$ cat src/rtl/vliw_fetch_stage.sv
// vliw_fetch_stage: VLIW instruction fetch. Generates the PC, resolves the
// redirect priority, buffers bundles in a prefetch queue and drives the
// IF/ID output register through a valid/ready handshake.
module vliw_fetch_stage #(
    parameter int                SLOT_W     = 16,
    parameter int                NUM_SLOTS  = 2,
    parameter int                PC_W       = 32,
    parameter int                FQ_DEPTH   = 4,
    parameter logic [PC_W-1:0]   RESET_PC   = '0,
    parameter logic [PC_W-1:0]   EXC_VECTOR = PC_W'(32'h80)
) (
    input  logic                          clk,
    input  logic                          reset,
    output logic                          imem_req,
    output logic [PC_W-1:0]               imem_addr,
    input  logic [NUM_SLOTS*SLOT_W-1:0]   imem_rdata,
    input  logic                          branch_taken,
    input  logic [PC_W-1:0]               branch_target,
    input  logic                          jump,
    input  logic [PC_W-1:0]               jump_target,
    input  logic                          exception,
    input  logic                          id_ready,
    output logic                          p1_valid,
    output logic [NUM_SLOTS*SLOT_W-1:0]   p1_bundle,
    output logic [PC_W-1:0]               p1_pc,
    output logic [$clog2(FQ_DEPTH):0]     fq_count
);

    localparam int              BW      = NUM_SLOTS * SLOT_W;
    localparam int              AW      = $clog2(FQ_DEPTH);
    localparam int              CW      = AW + 1;
    localparam logic [PC_W-1:0] PC_STEP = PC_W'(BW / 8);

    logic [PC_W-1:0] r_pc;
    logic            r_inflight;
    logic [PC_W-1:0] r_req_addr;

    logic [BW-1:0]   r_fq_data [FQ_DEPTH];
    logic [PC_W-1:0] r_fq_pc   [FQ_DEPTH];
    logic [AW-1:0]   r_head;
    logic [AW-1:0]   r_tail;
    logic [CW-1:0]   r_count;

    logic            r_p1_valid;
    logic [BW-1:0]   r_p1_bundle;
    logic [PC_W-1:0] r_p1_pc;

    logic            w_redirect;
    logic [PC_W-1:0] w_target;
    logic [CW-1:0]   w_occ;
    logic            w_req;
    logic            w_resp;
    logic            w_load;
    logic            w_pop;
    logic            w_bypass;
    logic            w_push;

    // Redirect selection and per-cycle queue/output control decisions
    always_comb begin
        w_redirect = exception | jump | branch_taken;
        w_target   = branch_target;
        if (exception) begin
            w_target = EXC_VECTOR;
        end else if (jump) begin
            w_target = jump_target;
        end
        // Occupancy includes the outstanding response so the queue can never overflow
        w_occ    = r_count + CW'(r_inflight);
        w_req    = !reset && !w_redirect && (w_occ < CW'(FQ_DEPTH));
        // A response arriving in a redirect cycle belongs to the old path
        w_resp   = r_inflight && !w_redirect;
        w_load   = !r_p1_valid || id_ready;
        w_pop    = w_load && (r_count != '0);
        w_bypass = w_load && (r_count == '0) && w_resp;
        w_push   = w_resp && !w_bypass;
    end

    // PC register and the single outstanding memory request
    always_ff @(posedge clk) begin
        if (reset) begin
            r_pc       <= RESET_PC;
            r_inflight <= 1'b0;
            r_req_addr <= '0;
        end else if (w_redirect) begin
            r_pc       <= w_target;
            r_inflight <= 1'b0;
        end else begin
            r_inflight <= w_req;
            if (w_req) begin
                r_req_addr <= r_pc;
                r_pc       <= r_pc + PC_STEP;
            end
        end
    end

    // Prefetch queue storage (contents are don't-care while the entry is empty)
    always_ff @(posedge clk) begin
        if (w_push) begin
            r_fq_data[r_tail] <= imem_rdata;
            r_fq_pc[r_tail]   <= r_req_addr;
        end
    end

    // Prefetch queue pointers and occupancy; flushed on redirect
    always_ff @(posedge clk) begin
        if (reset || w_redirect) begin
            r_head  <= '0;
            r_tail  <= '0;
            r_count <= '0;
        end else begin
            if (w_push) begin
                r_tail <= r_tail + 1'b1;
            end
            if (w_pop) begin
                r_head <= r_head + 1'b1;
            end
            case ({w_push, w_pop})
                2'b10:   r_count <= r_count + 1'b1;
                2'b01:   r_count <= r_count - 1'b1;
                default: r_count <= r_count;
            endcase
        end
    end

    // IF/ID output register: queue head first, else bypass the arriving response
    always_ff @(posedge clk) begin
        if (reset) begin
            r_p1_valid  <= 1'b0;
            r_p1_bundle <= '0;
            r_p1_pc     <= '0;
        end else if (w_redirect) begin
            r_p1_valid <= 1'b0;
        end else if (w_pop) begin
            r_p1_valid  <= 1'b1;
            r_p1_bundle <= r_fq_data[r_head];
            r_p1_pc     <= r_fq_pc[r_head];
        end else if (w_bypass) begin
            r_p1_valid  <= 1'b1;
            r_p1_bundle <= imem_rdata;
            r_p1_pc     <= r_req_addr;
        end else if (w_load) begin
            r_p1_valid <= 1'b0;
        end
    end

    assign imem_req  = w_req;
    assign imem_addr = r_pc;
    assign p1_valid  = r_p1_valid;
    assign p1_bundle = r_p1_bundle;
    assign p1_pc     = r_p1_pc;
    assign fq_count  = r_count;

endmodule

$ cat config.mk
export PLATFORM = sky130hd
export DESIGN_NAME = vliw_fetch_stage
export DESIGN_NICKNAME = d
export VERILOG_FILES = /design/src/rtl/vliw_fetch_stage.sv
export SDC_FILE = /design/constraint.sdc
export NUM_CORES = 1
export LEC_CHECK = 0
export CORE_MARGIN = 2
export CORE_UTILIZATION = 50
export DETAILED_ROUTE_END_ITERATION = 8
export HOLD_SLACK_MARGIN = 0.06
export PLACE_DENSITY = 0.73
export SLEW_MARGIN = 30
export SYNTH_ARGS = -nofsm -noshare
export SYNTH_HDL_FRONTEND = slang
export SYNTH_SLANG_ARGS = --single-unit
$ cat constraint.sdc
create_clock -name clk -period 4.85 [get_ports clk]
set_input_delay 1.2125 -clock clk [delete_from_list [all_inputs] [get_ports clk]]
set_output_delay 1.2125 -clock clk [all_outputs]
set_load 0.005 [all_outputs]
# Word level (Yosys, flattened, before mapping)
# Memories as Yosys holds them, arrays and structs flattened. A register that Yosys moved wholly into a read port is not among the register bits.
# Cells that the tools add are included.
op_classes:
  n_reduce_logical: 22
  n_mux: 18
  order_cmp: 1
  n_bitwise: 3
  eq_ne: 2
  n_addsub: 6
ops:
  columns: ["op", "count"]
  rows:
  - ["two-way mux 32 bit", 8]
  - ["adder 32 x 3 -> 32 bit (second input constant)", 1]
  - ["two-way mux 2 bit", 4]
  - ["logical AND 1 bit", 7]
  - ["case mux 3 bit (2 select lines)", 1]
  - ["nonzero test 2 bit", 3]
  - ["nonzero test 3 bit", 2]
  - ["two-way mux 1 bit", 5]
  - ["adder 2 x 1 -> 2 bit (second input constant)", 2]
  - ["logical NOT 1 bit", 4]
  - ["AND reduction 2 bit", 2]
  - ["adder 3 x 1 -> 3 bit", 1]
  - ["adder 3 x 1 -> 3 bit (second input constant)", 1]
  - ["logical NOT 3 bit", 1]
  - ["less-than comparator 3 bit (second input constant)", 1]
  - ["subtractor 3 x 1 -> 3 bit (second input constant)", 1]
  - ["== test 2 x 1 -> 1 bit (second input constant)", 1]
  - ["== test 2 bit (second input constant)", 1]
  - ["logical OR 1 bit", 2]
  - ["bitwise OR 1 bit", 2]
  - ["OR reduction 2 bit", 1]
  - ["inverter 1 bit", 1]
word_totals:
  elab_cells: 63
  ramBits: 256
  mem_count: 2
  input_bits: 102
  register_bits: 137
memory_table:
  columns: ["memory", "words", "word_bits", "rd", "rd_ports_with_merged_regs", "wr", "line_no", "rtl"]
  rows:
  - ["r_fq_data", 4, 32, 1, 1, 1, "38", "logic [BW-1:0] r_fq_data [FQ_DEPTH];"]
  - ["r_fq_pc", 4, 32, 1, 1, 1, "39", "logic [PC_W-1:0] r_fq_pc [FQ_DEPTH];"]

# Depth between registers and ports, before layout
depth:
  depth_word: 9
  ltp_mapped: 11

# Worst setup path after synthesis
# OpenSTA, ideal clock, no wires.
synth_timing:
  path_type: "input port to flip-flop"
  start: "input exception"
  end: "memory r_fq_data[1][0] (netlist bit), enable pin"
  setup_slack_ps: 649
  stages: 5
  setup_time_ps: 429
  arrival_time_ps: 3772
  cell_sequence: "clkbuf_1 nor3_2 and3_1 clkbuf_1 and2_1"
synth_via:
  elab_chain_cells: 9
synth_rtl:
  columns: ["item", "line_no", "rtl"]
  rows:
  - ["start: declaration", "21", "input logic exception,"]
  - ["bitwise OR 1 bit * (2 in series)", "60", "w_redirect = exception | jump | branch_taken;"]
  - ["logical NOT 1 bit *", "71", "w_resp = r_inflight && !w_redirect;"]
  - ["logical AND 1 bit *", "71", null]
  - ["logical AND 1 bit", "74", "w_bypass = w_load && (r_count == '0) && w_resp;"]
  - ["logical NOT 1 bit", "75", "w_push = w_resp && !w_bypass;"]
  - ["logical AND 1 bit *", "75", null]
  - ["two-way mux 1 bit *", "98", "if (w_push) begin"]
  - ["two-way mux 1 bit (not written as such) *", "99", "r_fq_data[r_tail] <= imem_rdata;"]
  - ["end: declaration", "38", null]
# Mark *: on every way between the ends. The rest lies on a longest branch, timed or not.

# Worst setup path after layout
layout_timing:
  start: "input exception"
  end: "output imem_req"
layout_via:
  elab_chain_cells: 5
layout_rtl:
  columns: ["item", "line_no", "rtl"]
  rows:
  - ["bitwise OR 1 bit (2 in series)", "60", null]
  - ["logical NOT 1 bit", "69", "w_req = !reset && !w_redirect && (w_occ < CW'(FQ_DEPTH));"]
  - ["logical AND 1 bit (2 in series)", "69", null]
  - ["end: declaration", "14", "output logic imem_req,"]
# Every way passes these cells.

==> metrics.md <==
| Metric | Value |
|---|---|
| Status | `complete, no violations` |
| Fmax | `243 MHz` |
| Hold WC Path Type | `flop to flop` |
| CP Depth | `6` |
| Input/output buffers | `202` |
| Initial Util | `50.6%` |
| Pre-antenna DRT Iters | `8` |
| CP Launch Type | `input port` |
| Worst-path cell chain | `clkdlybuf4s50_1 > or2_1 > nor3_1 > nand2_1 > inv_2 > clkdlybuf4s50_1` |
| RR Endpoint | `fq_count[2]$_SDFFE_PP0P_` |
| Hold Fails Final Rpt | `0` |
| Most common cell after layout, fill and taps aside | `edfxtp_1` |
| Unique masters post-synth | `65` |
| Relative slew margins | `35.0%` |
| PD cells | `348 nW/µm²` |
| Sequential power share | `52.6%` |
| Crit end category | `output pin` |
| Switching Fraction | `19.6%` |
| Critical Path RT | `3.64 ns` |
| Die ar. | `33,200 µm²` |
| Crit Path Category | `input port to output pin` |
| Cell Rows | `65` |
| Post-route clock period utilization | `85.0%` |
| Crit path DAT | `2.91 ns` |
| H-tree Lvls | `2` |
| Remaining DRCs | `0` |
| Leakage power | `6.03 nW` |
| Max Cap Viol | `0` |
| Clock-pin slew on the worst setup and hold paths | `0.06 ns` |
| Max Slew Vio Count | `0` |
| Sw Pwr | `1.34 mW` |
| TNS Setup | `0 ns` |
| Detailed Place HPWL | `22,100 µm` |
| NumNets Final | `1,422` |
| Synthesized Nets | `1,233` |
| Horiz. Die Dim | `182 µm` |
| Routability cong. | `0.876` |
| Layout area overhead | `23.6%` |
| Commonest non-fill, non-tap cells in the layout | `edfxtp_1 (256), clkdlybuf4s50_1 (201), dfxtp_1 (137)` |
| FF+latch count, synth | `395` |
| Clock Path Buffers | `3` |
| Syn avg cell area | `14.1 µm²` |
| Ranking of synthesized cells by area | `edfxtp_1 (48%), dfxtp_1 (18%), mux4_2 (9.1%)` |
| Area after DPL | `18,400 µm²` |
| Synth Instances | `1,124` |
| CTS Hold Bufs | `0` |
| Critical Path Fanout Max | `7` |
| Synth warnings | `0` |
| Crit path to | `imem_req` |
| DR WL/cell | `20.5 µm` |
| Setup Buffers After CTS | `0` |
| Ports | `203` |
| CP startpoint | `exception` |
| Clock Latency Late Sink | `0.51 ns` |
| WL final | `35,700 µm` |
| Antenna violations before repair | `0` |
| Int Pwr | `5.50 mW` |
| Flop-to-flop setup slack | `2.29 ns` |
| Register area share after synthesis | `65.9%` |
| Mapped cell area | `15,900 µm²` |
| WP buf/inv | `3` |
| Synth top area share | `48.4%` |
| Combinational share of power | `3.8%` |
| Max incr delay on CP | `0.50 ns` |
| Clk network pwr share | `43.6%` |
| First-pass GRT wire length | `55,700 µm` |
| Largest net degree at the start of global routing | `129` |
| Reg-to-reg critical path startpoint | `fq_count[2]$_SDFFE_PP0P_` |
| Clk root buf | `clkbuf_16` |
| Via density | `5.76` |
| Sink Count | `395` |
| Reg2Reg Depth | `10` |
| Die Y | `182 µm` |
| Ant diodes | `0` |
| Post_cts resized | `0` |
| Final Setup Violations | `0` |
| EDFF count, synth | `256` |
| Post-route ant nets | `0` |
| Worst path top cell family by delay | `buffers and inverters` |
| Most common flop cell mapped by yosys | `edfxtp_1` |
| Final Instance Area | `19,600 µm²` |
| GRT Resource Usage Total | `21.4%` |
| Asr flop ratio synth | `0%` |
| Post-Route Utilization | `62.6%` |
| DR vias | `10,043` |
| Crit-path slowest cell | `clkdlybuf4s50_1` |
| Vias in the first global route | `10,053` |
| Worst-Margin Slew | `0.976 ns` |
| VDD IR-drop max | `0.206 mV` |
| Unrepaired setup endpoints after global routing | `no` |
| Iter 0 DRT Violations | `711` |
| CORE AREA | `31,400 µm²` |
| Layout cells sized above 1 | `12.4%` |
| Total global routing overflow | `0` |
| TritonCTS Buffers | `40` |
| Fin crit period | `4.12 ns` |
| CTS tree | `yes` |
| Largest area contributor in the netlist | `edfxtp_1` |
| Cell mode on critical path | `clkdlybuf4s50_1` |
| Final Skew | `0.0145 ns` |
## metrics by stage
stage               power (mW)  hold WS [ns]  std cells  worst slack [ns]
floorplan                 3.76         0.461       1124             0.649
global placement          3.93         0.486       1673             0.765
detailed placement        3.93         0.490       1673             0.735
CTS                       6.89         0.497       1745             0.730
global route              7.04         0.521       1745             0.611
finish                    6.84         0.495       1745             0.728
## how the worst min path moves through the flow
stage / startpoint / end / slack (ns) / depth (start not counted)
CTS: imem_addr[1]$_SDFFE_PP0P_ / r_req_addr[1]$_SDFFE_PP0P_ / 0.50 / 2
detailed placement: imem_addr[1]$_SDFFE_PP0P_ / r_req_addr[1]$_SDFFE_PP0P_ / 0.49 / 2
floorplan: imem_addr[0]$_SDFFE_PP0P_ / r_req_addr[0]$_SDFFE_PP0P_ / 0.46 / 2
finish: p1_bundle[13]$_SDFFE_PP0P_ / p1_bundle[13]$_SDFFE_PP0P_ / 0.50 / 2
global route: p1_bundle[5]$_SDFFE_PP0P_ / p1_bundle[5]$_SDFFE_PP0P_ / 0.52 / 2
global placement: p1_bundle[16]$_SDFFE_PP0P_ / p1_bundle[16]$_SDFFE_PP0P_ / 0.49 / 2
## cell type report
type / count / area, µm²
fill: 2338 / 11800
multi-input combinational: 640 / 5080
clock buffer: 61 / 1180
timing repair buffer: 223 / 2250
sequential: 395 / 10500
tap: 402 / 503
inverter: 13 / 48.8
clock inverter: 11 / 96.3
## state kept, by name (all words and copies together) (netlist names), named ones only
name        count
r_fq_data     128
r_head          2
r_req_addr     32
p1_valid        1
r_inflight      1
p1_bundle      32
p1_pc          32
imem_addr      32
r_fq_pc       128
fq_count        3
r_tail          2
## worst reg2reg max path, delay by kind of cell, from the launching register on
family | cells | cell delay, ns
xor gates and xnor gates | 1 | 0.15
buffers and inverters | 2 | 0.15
and+or+nand+nor | 4 | 1.13
AOI/OAI and AO/OA | 1 | 0.13
DFF | 1 | 0.39
adders and majority gates | 2 | 0.55
## cell usage after synthesis, types with 3 or more instances
library cell and count:
edfxtp_1 256, dfxtp_1 139, nor2_1 99, nand2_1 88, mux2i_1 74, a211oi_1 68
mux4_2 64, a21oi_1 63, clkbuf_1 45, buf_2 24, nor3_1 23, nand4_1 14
a22oi_1 12, inv_1 11, nand3_1 11, and2_1 8, o22ai_1 8, a31oi_1 7
and3_1 7, ha_1 6, o21ai_0 6, xnor2_1 6, buf_1 5, o221ai_1 5
xor2_1 5, a21o_1 4, a311oi_1 4, and4_1 4, nor4_1 4, o31ai_1 4
or2_2 4, nand3b_1 3, or3_1 3
## cells by family after synthesis
kind of cell	after synthesis	synth area share [%]
compound gates	201	8.55
fa+ha+maj	7	0.598
simple gates	282	8.20
mux	139	13.8
flops	395	65.9
buf+inv	89	2.36
xor+xnor	11	0.606
## layer usage
metal	up-vias	routed length [µm]	part of all wire [%]	track usage (%)
met5	-	0	0	0
met4	0	976	2.7	7.16
met3	65	2290	6.4	3.91
met2	376	16400	46	34.1
met1	4892	16000	45	30.0
li1	4710	-	-	-
## power by group through the flow
| stage | combinational, mW | clock (mW) | sequential (mW) |
|---|---|---|---|
| global placement | 0.258 | 0 | 3.67 |
| finish | 0.263 | 2.98 | 3.60 |
| floorplan | 0.102 | 0 | 3.66 |
| global route | 0.283 | 3.16 | 3.60 |
| CTS | 0.262 | 3.03 | 3.59 |
| detailed placement | 0.261 | 0 | 3.67 |
Note: power is estimated with default switching activity, not from simulation.
